$ cat config.mk
export PLATFORM = sky130hd
export DESIGN_NAME = water_valve_controller
export DESIGN_NICKNAME = d
export VERILOG_FILES = /design/src/rtl/water_valve_controller.sv
export SDC_FILE = /design/constraint.sdc
export NUM_CORES = 1
export LEC_CHECK = 0
export CORE_UTILIZATION = 65
export CTS_BUF_LIST = sky130_fd_sc_hd__clkbuf_8
export DETAILED_ROUTE_END_ITERATION = 10
export DONT_BUFFER_PORTS = 1
export PLACE_DENSITY = 0.81
export SYNTH_ARGS = -nofsm -noshare
export SYNTH_HDL_FRONTEND = slang
export SYNTH_SLANG_ARGS = --single-unit
$ cat constraint.sdc
create_clock -name clk -period 6.96 [get_ports clk]
set_input_delay 0.348 -clock clk [delete_from_list [all_inputs] [get_ports clk]]
set_output_delay 0.348 -clock clk [all_outputs]
set_load 0.005 [all_outputs]
$ cat src/rtl/water_valve_controller.sv
// Hand-wash water valve controller: debounced request, minimum/maximum open
// time, and a lockout after a max-open timeout that needs a sustained release.
module water_valve_controller #(
    parameter int unsigned DEBOUNCE_CYCLES = 100000,
    parameter int unsigned MIN_OPEN_CYCLES = 5000000,
    parameter int unsigned MAX_OPEN_CYCLES = 300000000,
    parameter int unsigned LOCKOUT_CYCLES  = 20000000
) (
    input  logic        clk,
    input  logic        reset,
    input  logic        waterOn,
    output logic        valveOpen,
    output logic        timeoutFlag,
    output logic [15:0] openCount
);

    typedef enum logic [2:0] {
        IDLE,
        ARM,
        OPEN,
        CLOSING,
        LOCKOUT
    } stateType;

    localparam logic [31:0] DebounceLast = DEBOUNCE_CYCLES;
    localparam logic [31:0] MinOpenLast  = MIN_OPEN_CYCLES - 1;
    localparam logic [31:0] MaxOpenLast  = MAX_OPEN_CYCLES - 1;
    localparam logic [31:0] LockoutLast  = LOCKOUT_CYCLES - 1;

    stateType    stateQ, stateD;
    logic        s;
    logic [31:0] cnt, cntD;
    logic [31:0] ot, otD;
    logic        bumpCount;

    always_comb begin
        // NOTE: every variable gets a default before the case so no path leaves it unassigned (no latch).
        stateD    = stateQ;
        cntD      = cnt;
        otD       = ot;
        bumpCount = 1'b0;

        case (stateQ)
            IDLE: begin
                if (s) begin
                    stateD = ARM;
                    cntD   = 32'd1;
                end
            end

            ARM: begin
                if (!s) begin
                    stateD = IDLE;
                end else if (cnt == DebounceLast) begin
                    stateD    = OPEN;
                    otD       = '0;
                    bumpCount = 1'b1;
                end else begin
                    cntD = cnt + 32'd1;
                end
            end

            OPEN, CLOSING: begin
                otD = ot + 32'd1;
                // The max-open timeout outranks every other exit from either open state.
                if (ot == MaxOpenLast) begin
                    stateD = LOCKOUT;
                    cntD   = '0;
                    otD    = '0;
                end else if (stateQ == OPEN) begin
                    if (!s && ot >= MinOpenLast) begin
                        stateD = CLOSING;
                        cntD   = 32'd1;
                    end
                end else if (s) begin
                    stateD = OPEN;
                end else if (cnt == DebounceLast) begin
                    stateD = IDLE;
                end else begin
                    cntD = cnt + 32'd1;
                end
            end

            LOCKOUT: begin
                if (s) begin
                    cntD = '0;
                end else if (cnt == LockoutLast) begin
                    stateD = IDLE;
                end else begin
                    cntD = cnt + 32'd1;
                end
            end

            default: begin
                stateD = IDLE;
                cntD   = '0;
                otD    = '0;
            end
        endcase
    end

    // Outputs are registered from the next state so they track the state register exactly.
    always_ff @(posedge clk) begin
        // NOTE: sequential state uses non-blocking assignments so all flops update from pre-edge values.
        if (!reset) begin
            stateQ      <= IDLE;
            s           <= 1'b0;
            cnt         <= '0;
            ot          <= '0;
            valveOpen   <= 1'b0;
            timeoutFlag <= 1'b0;
            openCount   <= '0;
        end else begin
            stateQ      <= stateD;
            s           <= waterOn;
            cnt         <= cntD;
            ot          <= otD;
            valveOpen   <= (stateD == OPEN) || (stateD == CLOSING);
            timeoutFlag <= (stateD == LOCKOUT);
            if (bumpCount && openCount != 16'hFFFF) begin
                openCount <= openCount + 16'd1;
            end
        end
    end

endmodule

# Yosys cells after proc, flatten, opt, wreduce, memory -nomap -nowiden
# Index checks and enable logic that the tools add are counted.
# totals
ff_bits	86
latch_bits	0
ramBits	0
rom_bits	0
memories	0
# classes
add_sub_neg	3
multipliers	0
n_div	0
order_cmp	1
eq_ne	17
shifts	0
mux	28
n_bitwise	1
n_reduce_logical	9
# ops
op	count
two-way mux 32 bit	12
one-hot mux 32 bit (4 select lines)	1
one-hot mux 32 bit (3 select lines)	1
adder 32 x 1 -> 32 bit, second input constant	2
== test 32 x 17 -> 1 bit, second input constant	1
== test 32 x 25 -> 1 bit, second input constant	1
== test 32 x 29 -> 1 bit, second input constant	1
>= comparator 32 x 23 -> 1 bit, second input constant	1
two-way mux 3 bit	10
adder 16 x 1 -> 16 bit, second input constant	1
inequality test 16 bit, second input constant	1
== test 3 x 2 -> 1 bit, second input constant	4
one-hot mux 3 bit (4 select lines)	1
inequality test 4 bit, second input constant	2
== test 3 bit, second input constant	2
inequality test 2 bit, second input constant	3
AND reduction 5 bit	1
OR reduction 2 bit	2
== test 3 x 1 -> 1 bit, second input constant	1
zero test 3 bit	1
two-way mux 1 bit	3
inequality test 3 bit, second input constant	1
AND reduction 3 bit	1
logical AND 1 bit	2
other kinds (3)	3

# Logic depth before layout (Yosys ltp)
# Gate-level depths: netlist of the first run.
# depth
ltp_word	8
mapped_depth	11
depth_no_buf	9

# Worst setup path before layout of the first run
# Ideal clock, no wire load.
# synth_timing
path_type	register to register
startpoint	reg ot[0]
endpoint	reg cnt[19]
setup_ps	122
arrival_ps	2356
setup_slack_ps	4482
stages_incl_launch_ff	10
synth_period_minus_slack_ps	2478
cell_sequence	dfxtp_1 > ha_1 > nand4b_1 > or4_1 > nor3_1 > a211oi_2 > a21o_1 > and2_1 > clkbuf_1 > a221o_1
# synth_via
elab_chain_cells	4
# synth_lines
item	line	text
start: declaration	33	logic [31:0] ot, otD;
start signal: assignment	117	ot <= otD;
>= comparator 32 x 23 -> 1 bit	71	if (!s && ot >= MinOpenLast) begin
logical AND 1 bit	71	
inequality test 4 bit (no line)	-	
AND reduction 5 bit (no line)	-	
end signal: assignment	116	cnt <= cntD;
end: declaration	32	logic [31:0] cnt, cntD;
# Several ways; a longest one is shown, not always the timed one.
# A chain may end at the register's enable or synchronous reset.

# Final worst setup path of the first run
# layout_timing
startpoint	reg ot[0]
endpoint	reg cnt[27]
# Same word-level chain as after synthesis.

==> results of run 1 <==
## path summary, 6_finish.rpt
kind,slack [ns],cells past startpoint,end
setup reg to reg,3.36,8,cnt[27]$_SDFFE_PN0P_
setup / recovery,3.36,8,cnt[27]$_SDFFE_PN0P_
hold / removal,0.12,1,cnt[29]$_SDFFE_PN0P_
hold reg to reg,0.52,2,ot[31]$_SDFFE_PN0P_
## state kept, by name, summed over array words and instances (netlist names)
register     cells
cnt             32
ot              32
openCount       16
stateQ           3
s                1
timeoutFlag      1
valveOpen        1
## layer usage
layer	wire length, um	global-route usage
met1	5220	0.434
met2	4830	0.460
met3	706	0.0673
met4	174	0.106
met5	0	0
## per-stage QoR
step	hold WS (ns)	instances
CTS	0.0969	674
detailed placement	0.474	658
finish	0.116	674
floorplan	0.470	588
global placement	0.472	658
global route	0.0949	674
## synth_stat cells, drive strengths merged (4+ instances only)
| master | n | area share |
|---|---|---|
| nor2 | 90 | 0.072 |
| dfxtp | 86 | 0.37 |
| nand2 | 49 | 0.039 |
| nand3 | 35 | 0.037 |
| xnor2 | 33 | 0.061 |
| nor3 | 27 | 0.029 |
| nand4 | 19 | 0.025 |
| nor4 | 18 | 0.024 |
| and3 | 17 | 0.023 |
| clkbuf | 17 | 0.014 |
| o211ai | 16 | 0.026 |
| o21ai | 14 | 0.015 |
| buf | 12 | 0.012 |
| inv | 12 | 0.0096 |
| a21oi | 11 | 0.012 |
| xor2 | 10 | 0.019 |
| and4 | 9 | 0.017 |
| nor4b | 8 | 0.015 |
| nand3b | 5 | 0.0080 |
| nor3b | 5 | 0.0080 |
| nor4bb | 5 | 0.011 |
| or2 | 5 | 0.0067 |
| or4 | 5 | 0.0080 |
| a22o | 4 | 0.0075 |
| a31oi | 4 | 0.0053 |
| and2 | 4 | 0.0053 |
| ha | 4 | 0.011 |
| o22ai | 4 | 0.0053 |
| o41ai | 4 | 0.0075 |
| or3 | 4 | 0.0053 |
## kinds of logic (layout without fill, tap and decap cells)
group | count (synthesis) | in the layout
buffers and inverters | 42 | 32
XOR/XNOR | 43 | 43
AO/OA/AOI/OAI | 100 | 100
flip-flops | 86 | 86
adder cells (fa/ha/maj) | 4 | 4
AND/OR/NAND/NOR | 313 | 313
## cell type report
class / instances / area share
well taps: 96 / 0.0245
clock inverters: 6 / 0.00917
clock buffers: 10 / 0.0280
repair buffers: 3 / 0.00459
inverters: 13 / 0.00994
flip-flops and latches: 86 / 0.351
multi-input cells: 460 / 0.573
## power by group
part	internal [mW]	leakage [nW]	switching (mW)	total [mW]
combinational	0.00681	0.764	0.0181	0.0250
clock	0.141	0.0853	0.187	0.328
sequential	0.493	0.693	0.00225	0.495
## critical path, stage by stage (launching register included)
cell and delay (ns):
dfxtp_1 0.37, ha_1 0.21, nand4b_1 0.09, or4_1 0.45
nor4b_1 0.47, o31a_1 1.05, a2111oi_4 0.29, and3_1 0.28
a221o_1 0.25
==> metrics, run 1 <==
post-synthesis sequential area ratio=0.366; Fmax achieved=278 MHz; Hold Crit Start=reset; RSZ-0062 raised after global routing=false; Post-Syn Instances=588; ANT nets after route=0; Synth Cell Area=between 4000 and 5000 um2; maximum vdd drop=around 0.12 mV; H-tree depth=3; critical path class=reg2reg; worst endpoint required time=around 7.2 ns; LEAKAGE=1.54 nW; largest net degree at the start of global routing=37; die area=between 7000 and 8000 um2; pwr/cell area=173 nW/um2; overall routing resource usage=0.307; final hold violation count=0; first-pass GRT wire length=~18000 um; Remaining DRCs=0; fin util=0.711; Worst Tran Pin Value=1.29 ns; Compound-Gate Fraction of Synth Area=0.162; io pins=21; setup TNS after final layout=0 ns; ys async rst share=0; routed via count=roughly 4400; fin. max-slew vios=0; initial drt markers=around 300; worst min-delay path class=in2reg; Overflow after GRT=0; share of layout cells above drive strength 1=0.0519; CP Launch Type=register; commonest non-fill, non-tap cell in the layout=nor2_1; initial antenna violation count=0; total CTS buffers=9; Setup Fix Bufs, Post-CTS=0; status=completed; Nets=580; GP Congestion=~0.92; DR pass1 iterations=5; clk_lat worst skew=~0.36 ns; Worst R2R Start=ot[0]$_SDFFE_PN0P_; CTS root buf=clkbuf_8; largest family of logic cells by synthesized area=simple AND/OR/NAND/NOR gates; num rows=30; CTS tree=yes; die height=just under 90 um; Setup violations, final=0; hpwl dp=7520 um; cts repair resizes=0; Post-synth EDFFs=0; Period minus WS final=3.60 ns; vias per inst=6.47; Starting Density=0.681; Sequential cell area=between 1500 and 2000 um2; CTS clk-pin slew, worst paths=about 0.10 ns; filler instances=~580; CORE AREA=6910 um2; Clock Sink Count=86; port buffer count=0; portion of netlist area occupied by mux cells=0; Syn. warnings=0; number of global-route vias before repair=approximately 3900; Max-Cap Viols=0; Setup Skew=~0.014 ns; Synth Area in Simple Gates=0.346; Final Cycle Share=0.517; Synth Area in XOR/XNOR=0.0801; drt wl/cell=roughly 16 um; Crit Path Max Fanout=32; fin worst setup slack=about 3.4 ns; CTS Hold Buffers Added=0; Final Instance Area=just under 5000 um2; Synth Flop Type=dfxtp_1; worst slew margin relative to its limit=0.138; final wirelength=between 10000 and 15000 um; multi-input combinational cell area=about 2800 um2; Die W=about 87 um; Post-Synth Adder-Cell Area=0.0106; Diodes inserted=0; syn avg cell area=between 7 and 8 um2; synth-to-layout area growth=4.44%; Post-Syn Nets=between 500 and 600; Yosys reg bits=86; pre-CTS setup slack=between 3 and 4 ns; total power=approximately 0.85 mW; Worst Setup SP=ot[0]$_SDFFE_PN0P_; post-synth cell types=62; commonest non-fill, non-tap cells in the layout=nor2_1, dfxtp_1, nand2_1, nand3_1, xnor2_1; post-placement cell area=around 4700 um2; Max clock buf depth=2; CP arrival=roughly 3.8 ns; CP endpoint kind=register
(Power assumes the default switching activity.)
==> run 2: changes to the inputs <==
--- a/config.mk
+++ b/config.mk
@@ -5,11 +5,12 @@
 export SDC_FILE = /design/constraint.sdc
 export NUM_CORES = 1
 export LEC_CHECK = 0
-export CORE_UTILIZATION = 65
+export ABC_AREA = 1
+export CORE_UTILIZATION = 60
 export CTS_BUF_LIST = sky130_fd_sc_hd__clkbuf_8
 export DETAILED_ROUTE_END_ITERATION = 10
 export DONT_BUFFER_PORTS = 1
-export PLACE_DENSITY = 0.81
+export PLACE_DENSITY = 0.79
 export SYNTH_ARGS = -nofsm -noshare
 export SYNTH_HDL_FRONTEND = slang
 export SYNTH_SLANG_ARGS = --single-unit
==> constraint.sdc (replaced) <==
create_clock -name clk -period 3.1 [get_ports clk]
set_input_delay 0.155 -clock clk [delete_from_list [all_inputs] [get_ports clk]]
set_output_delay 0.155 -clock clk [all_outputs]
set_load 0.005 [all_outputs]
==> run 2 against run 1 <==
Against the previous run:
- die area grew 39%
- largest power group unchanged
- utilization shrank 6.9 points
- largest cell class unchanged
- sequential share of layout area shrank 7.6 points
==> metrics, run 2 <==
Remaining DRCs=0 (unchanged); Power Internal=1.42 mW (was 0.641 mW); Final Cycle Share=0.830 (was 0.517); number of global-route vias before repair=5416 (was 3888); port buffer count=0 (unchanged); worst slew margin relative to its limit=0.602 (was 0.138); critical path class=reg2reg (unchanged); pre-CTS setup slack=0.616 ns (was 3.51 ns); Nets=998 (was 580); CORE AREA=9770 um2 (was 6910 um2); GP Congestion=0.962 (was 0.921); Post-Syn Nets=1011 (was 595); biggest regs=cnt (32), ot (32), openCount (16) (unchanged); worst endpoint required time=3.36 ns (was 7.20 ns); CP endpoint kind=register (unchanged); switching portion of total power=0.272 (was 0.245); first-pass GRT wire length=25300 um (was 18400 um); Syn. warnings=0 (unchanged); CP arrival=2.84 ns (was 3.84 ns); sequential cell fraction of total power=0.570 (was 0.583); clk_lat worst skew=0.39 ns (was 0.36 ns); Yosys reg bits=86 (unchanged); num rows=36 (was 30); synth-to-layout area growth=3.59% (was 4.44%); Max-Cap Viols=0 (unchanged); post-synth cell types=46 (was 62); Diodes inserted=0 (unchanged); Synth Cell Area=6060 um2 (was 4700 um2); overall routing resource usage=0.310 (was 0.307); Yosys top cell area share=0.284 (was 0.366); LEAKAGE=2.38 nW (was 1.54 nW); Synth Flop Type=dfxtp_1 (unchanged); Overflow after GRT=0 (unchanged); status=completed (unchanged); Psw=0.533 mW (was 0.207 mW); final wirelength=15600 um (was 10900 um); Max clock buf depth=2 (unchanged); total CTS buffers=9 (unchanged); Starting Density=0.620 (was 0.681); Hold Crit Start=reset (unchanged); maximum vdd drop=0.256 mV (was 0.123 mV); io pins=21 (unchanged); cts repair resizes=0 (unchanged); hpwl dp=11300 um (was 7520 um); Crit Path Max Fanout=13 (was 32); Clock Sink Count=86 (unchanged); post-synthesis sequential area ratio=0.284 (was 0.366); vias per inst=5.49 (was 6.47); die height=102 um (was 87.1 um); syn avg cell area=6.03 um2 (was 8.00 um2); CTS root buf=clkbuf_8 (unchanged); Period minus WS final=2.57 ns (was 3.60 ns); clock share of power=0.381 (was 0.387); fin util=0.642 (was 0.711); Post-Syn Instances=1004 (was 588); initial drt markers=322 (was 303); largest net degree at the start of global routing=35 (was 37); combinational share of power=0.050 (was 0.029); ANT nets after route=0 (unchanged); commonest non-fill, non-tap cell in the layout=nand2_1 (was nor2_1); final hold violation count=0 (unchanged); CP Launch Type=register (unchanged); cell taking the most area after synthesis=dfxtp_1 (unchanged); filler instances=953 (was 581); fin worst setup slack=0.528 ns (was 3.36 ns); CTS clk-pin slew, worst paths=0.10 ns (about the same); pwr/cell area=312 nW/um2 (was 173 nW/um2); Worst Tran Pin Value=0.596 ns (was 1.29 ns); commonest cells in the netlist=nand2_1, nor2_1, inv_1 (was nor2_1, dfxtp_1, nand2_1); Worst R2R Start=ot[0]$_SDFFE_PN0P_ (unchanged); fin. max-slew vios=0 (unchanged); CTS tree=yes (unchanged); total power=1.96 mW (was 0.848 mW); share of layout cells above drive strength 1=0.0633 (was 0.0519); setup TNS after final layout=0 ns (unchanged); die area=10500 um2 (was 7580 um2); Worst Setup SP=ot[0]$_SDFFE_PN0P_ (unchanged); worst min-delay path class=in2reg (unchanged); ys async rst share=0 (unchanged); Setup violations, final=0 (unchanged); top cells by area, synth=dfxtp_1, nand2_1, nor2_1 (was dfxtp_1, nor2_1, xnor2_1); Fmax achieved=389 MHz (was 278 MHz); DR pass1 iterations=5 (unchanged); most common cell in the netlist=nand2_1 (was nor2_1); Die W=102 um (was 87.1 um); routed via count=6200 (was 4362); Post-synth EDFFs=0 (unchanged); drt wl/cell=13.9 um (was 16.2 um); H-tree depth=3 (unchanged); initial antenna violation count=0 (unchanged); commonest non-fill, non-tap cells in the layout=nand2_1, nor2_1, inv_1, dfxtp_1, a21oi_1 (was nor2_1, dfxtp_1, nand2_1, nand3_1, xnor2_1); Setup Skew=0.0135 ns (was 0.0140 ns); RSZ-0062 raised after global routing=false (unchanged)
[run 2: cell count changes after synthesis, sizes merged, moves of 10 or more]
cell,previous run,this run
nor2,90,142
a21oi,11,77
buf,12,22
o211ai,16,1
nand3,35,69
o21ai,14,24
nand4,19,36
nand2,49,323
and3,17,1
nor4,18,7
inv,12,106
xnor2,33,3
xor2,10,33
[run 2: power groups by stage]
stage	registers, mW	clock network, mW	logic [mW]
2_1_floorplan	1.14	0	0.0779
3_3_place_gp	1.14	0	0.0930
3_5_place_dp	1.14	0	0.0930
4_1_cts	1.11	0.754	0.0964
5_1_grt	1.12	0.788	0.106
6_report	1.11	0.744	0.0969
[run 2: stage by stage]
step	hold slack (ns)	instance area, um2	cells
final	0.0990	6280	1129
after global routing	0.0907	6280	1129
after CTS	0.0733	6280	1129
after detailed placement	0.254	6080	1111
after global placement	0.254	6080	1111
after floorplan	0.248	6060	1004
[run 2: repair_timing]
item	CTS	global route
hold buffers	2	0
buffers inserted	0	0
hold endpoints to repair	3	0
[run 2: kinds of logic after synthesis]
kind of cell	synth area share
AO/OA/AOI/OAI	0.0975
XOR/XNOR	0.0520
adder cells (fa/ha/maj)	0.00826
buffers and inverters	0.0983
flip-flops	0.284
AND/OR/NAND/NOR	0.460
[run 2: cell type report]
type	instances	area, um2	area share
Sequential cell	86	1720	0.274
Tap cell	133	166	0.0265
Clock inverter	7	48.8	0.00778
Multi-Input combinational cell	778	3740	0.596
Inverter	108	409	0.0652
Clock buffer	9	124	0.0197
Timing Repair Buffer	8	65.1	0.0104
[run 2: worst paths after layout]
| path | slack (ns) | to | cells past startpoint |
|---|---|---|---|
| worst max-delay path | 0.53 | cnt[24]$_SDFFE_PN0P_ | 12 |
| worst min-delay path | 0.1 | cnt[13]$_SDFFE_PN0P_ | 2 |
| worst max register to register | 0.53 | cnt[24]$_SDFFE_PN0P_ | 12 |
| worst min register to register | 0.51 | cnt[11]$_SDFFE_PN0P_ | 2 |
[run 2: worst max-delay path, cell delays in order (launching register included)]
cell	delay [ns]
dfxtp_1	0.38
ha_1	0.26
nand3_1	0.17
nor2_1	0.21
nand4_2	0.20
nand3_1	0.11
nand2_1	0.34
nand2_1	0.30
nand2_1	0.20
nand2_1	0.10
nand2_1	0.05
nand2_1	0.07
nor2_1	0.04
[run 2: per-layer routing]
metal,track usage,routed length [um],vias to the layer above
li1,-,-,3204
met1,0.415,7350,2768
met2,0.473,6870,198
met3,0.0698,1040,30
met4,0.143,393,0
met5,0,0,-
==> run 3: changes to the inputs <==
--- a/config.mk
+++ b/config.mk
@@ -6,11 +6,11 @@
 export NUM_CORES = 1
 export LEC_CHECK = 0
 export ABC_AREA = 1
-export CORE_UTILIZATION = 60
+export CORE_UTILIZATION = 65
 export CTS_BUF_LIST = sky130_fd_sc_hd__clkbuf_8
 export DETAILED_ROUTE_END_ITERATION = 10
 export DONT_BUFFER_PORTS = 1
-export PLACE_DENSITY = 0.79
+export PLACE_DENSITY = 0.81
 export SYNTH_ARGS = -nofsm -noshare
 export SYNTH_HDL_FRONTEND = slang
 export SYNTH_SLANG_ARGS = --single-unit
==> constraint.sdc (replaced) <==
create_clock -name clk -period 2.6 [get_ports clk]
set_input_delay 0.13 -clock clk [delete_from_list [all_inputs] [get_ports clk]]
set_output_delay 0.13 -clock clk [all_outputs]
set_load 0.005 [all_outputs]
==> run 3 against run 2 <==
Against the previous run:
- clock power rose by 33%
- clock skew grew 0.0044 ns
- register-to-register slack got worse by 0.27 ns
- largest power group unchanged
- highest routed layer unchanged
==> metrics, run 3 (synthesis results as in run 2) <==
status=completed (unchanged); GP Congestion=0.995 (was 0.962); total power=2.44 mW (was 1.96 mW); Die W=98.5 um (was 102 um); fin util=0.711 (was 0.642); LEAKAGE=2.43 nW (was 2.38 nW); Starting Density=0.681 (was 0.620); Remaining DRCs=0 (unchanged); Clock Sink Count=86 (unchanged); largest net degree at the start of global routing=42 (was 35); worst r2r dst=cnt[0]$_SDFFE_PN0P_ (was cnt[24]$_SDFFE_PN0P_); Setup Fix Bufs, Post-CTS=0 (unchanged); ANT nets after route=0 (unchanged); Crit Path Max Fanout=20 (was 13); vias per inst=5.92 (was 5.49); Period minus WS final=2.34 ns (was 2.57 ns); synth-to-layout area growth=4.38% (was 3.59%); die area=9710 um2 (was 10500 um2); number of global-route vias before repair=6198 (was 5416); io pins=21 (unchanged); worst min-delay path class=in2reg (unchanged); Final Cycle Share=0.901 (was 0.830); Setup violations, final=0 (unchanged); Worst Setup SP=ot[0]$_SDFFE_PN0P_ (unchanged); Hold Crit Start=reset (unchanged); Worst R2R Setup Slack=0.26 ns (was 0.53 ns); setup TNS after final layout=0 ns (unchanged); Max clock buf depth=2 (unchanged); Final Instance Area=6320 um2 (was 6280 um2); RSZ-0062 raised after global routing=false (unchanged); final hold violation count=0 (unchanged); initial drt markers=447 (was 322); post-placement cell area=6100 um2 (was 6080 um2); first-pass GRT wire length=28300 um (was 25300 um); total CTS buffers=9 (unchanged); DR pass1 iterations=6 (was 5); CORE AREA=8890 um2 (was 9770 um2); fin. max-slew vios=0 (unchanged); pre-CTS setup slack=0.244 ns (was 0.616 ns); share of layout cells above drive strength 1=0.0679 (was 0.0633); max incr delay on CP=0.39 ns (was 0.38 ns); H-tree depth=3 (unchanged); worst slew margin relative to its limit=0.534 (was 0.602); maximum vdd drop=0.365 mV (was 0.256 mV); Worst R2R Start=ot[0]$_SDFFE_PN0P_ (unchanged); final wirelength=16700 um (was 15600 um); Diodes inserted=0 (unchanged); Max-Cap Viols=0 (unchanged); num rows=34 (was 36); commonest non-fill, non-tap cell in the layout=nand2_1 (unchanged); Worst path top cell family by delay=simple AND/OR/NAND/NOR gates (unchanged); Fmax achieved=427 MHz (was 389 MHz); R2R depth=11 (was 12); initial antenna violation count=0 (unchanged); WP buf/inv=1 (was 0); Hold Path Stages=2 (unchanged); commonest non-fill, non-tap cells in the layout=nand2_1, nor2_1, inv_1, dfxtp_1, a21oi_1 (unchanged); CP Launch Type=register (unchanged); clk_lat worst skew=0.38 ns (was 0.39 ns); hpwl dp=12300 um (was 11300 um); Crit-path slowest cell=dfxtp_1 (unchanged); CTS tree=yes (unchanged); Worst Hold End=cnt[13]$_SDFFE_PN0P_ (unchanged); pwr/cell area=386 nW/um2 (was 312 nW/um2); biggest regs=cnt (32), ot (32), openCount (16) (unchanged); drt wl/cell=15.1 um (was 13.9 um); CP endpoint kind=register (unchanged); filler instances=811 (was 953); critical path class=reg2reg (unchanged); CP arrival=2.63 ns (was 2.84 ns); overall routing resource usage=0.362 (was 0.310); fin worst setup slack=0.258 ns (was 0.528 ns); CTS clk-pin slew, worst paths=0.09 ns (was 0.10 ns); port buffer count=0 (unchanged); routed via count=6562 (was 6200); Setup Skew=0.0179 ns (was 0.0135 ns); CP cell instances=ha_1 > nand3_1 > nor2_1 > nand4_2 > nand2_2 > nor2_1 > nand2_4 > nand2_4 > inv_2 > nand2_1 > a21oi_1 (was ha_1 > nand3_1 > nor2_1 > nand4_2 > nand3_1 > nand2_1 > nand2_1 > nand2_1 > nand2_1 > nand2_1 > nand2_1 > nor2_1); Worst Tran Pin Value=0.695 ns (was 0.596 ns); Nets=1003 (was 998); die height=98.5 um (was 102 um); Overflow after GRT=0 (unchanged); worst endpoint required time=2.88 ns (was 3.36 ns); CTS root buf=clkbuf_8 (unchanged)
## run 3: worst reg2reg max path, cell delays in order (launching register included)
cell and delay [ns]:
dfxtp_1 0.39, ha_1 0.26, nand3_1 0.16, nor2_1 0.21, nand4_2 0.20, nand2_2 0.12
nor2_1 0.07, nand2_4 0.11, nand2_4 0.16, inv_2 0.34, nand2_1 0.10, a21oi_1 0.15
## run 3: where the power goes
part,switching (mW),internal [mW],total [mW]
Sequential,0.00779,1.32,1.33
Clock,0.542,0.450,0.991
Combinational,0.0910,0.0307,0.122
## run 3: how the worst max path moves through the flow
| stage | endpoint | slack, ns | cells after the start |
|---|---|---|---|
| floorplan | cnt[13]$_SDFFE_PN0P_ | 0.74 | 14 |
| global placement | openCount[13]$_SDFFE_PN0P_ | 0.36 | 8 |
| detailed placement | openCount[4]$_SDFFE_PN0P_ | 0.24 | 8 |
| CTS | openCount[4]$_SDFFE_PN0P_ | 0.23 | 8 |
| global route | cnt[0]$_SDFFE_PN0P_ | 0.06 | 11 |
| finish | cnt[0]$_SDFFE_PN0P_ | 0.26 | 11 |
## run 3: metrics by stage
| stage | hold slack (ns) | cells |
|---|---|---|
| after floorplan | 0.223 | 1004 |
| after global placement | 0.229 | 1091 |
| after detailed placement | 0.241 | 1091 |
| after CTS | 0.0659 | 1109 |
| after global routing | 0.102 | 1109 |
| final | 0.0682 | 1109 |
## run 3: timing repair
action / 4_1_cts / 5_1_grt
gates resized for setup: 0 / 1
hold buffers: 2 / 0
setup endpoints to repair: 0 / 15
endpoints found under the hold margin: 5 / 0
## run 3: layout make-up
type                    instances  area [um2]  share of cell area
clock buffers                   9         124              0.0196
clock inverters                 7        72.6              0.0115
flip-flops and latches         86        1720               0.272
repair buffers                 13         115              0.0182
well taps                     108         135              0.0214
multi-input cells             778        3750               0.592
inverters                     108         409              0.0647
## run 3: layer usage
metal	global-route usage	up-vias	share of wire
met2	0.639	312	0.48
met3	0.0603	70	0.081
li1	-	3215	-
met1	0.421	2965	0.39
met5	0	-	0
met4	0.194	0	0.044
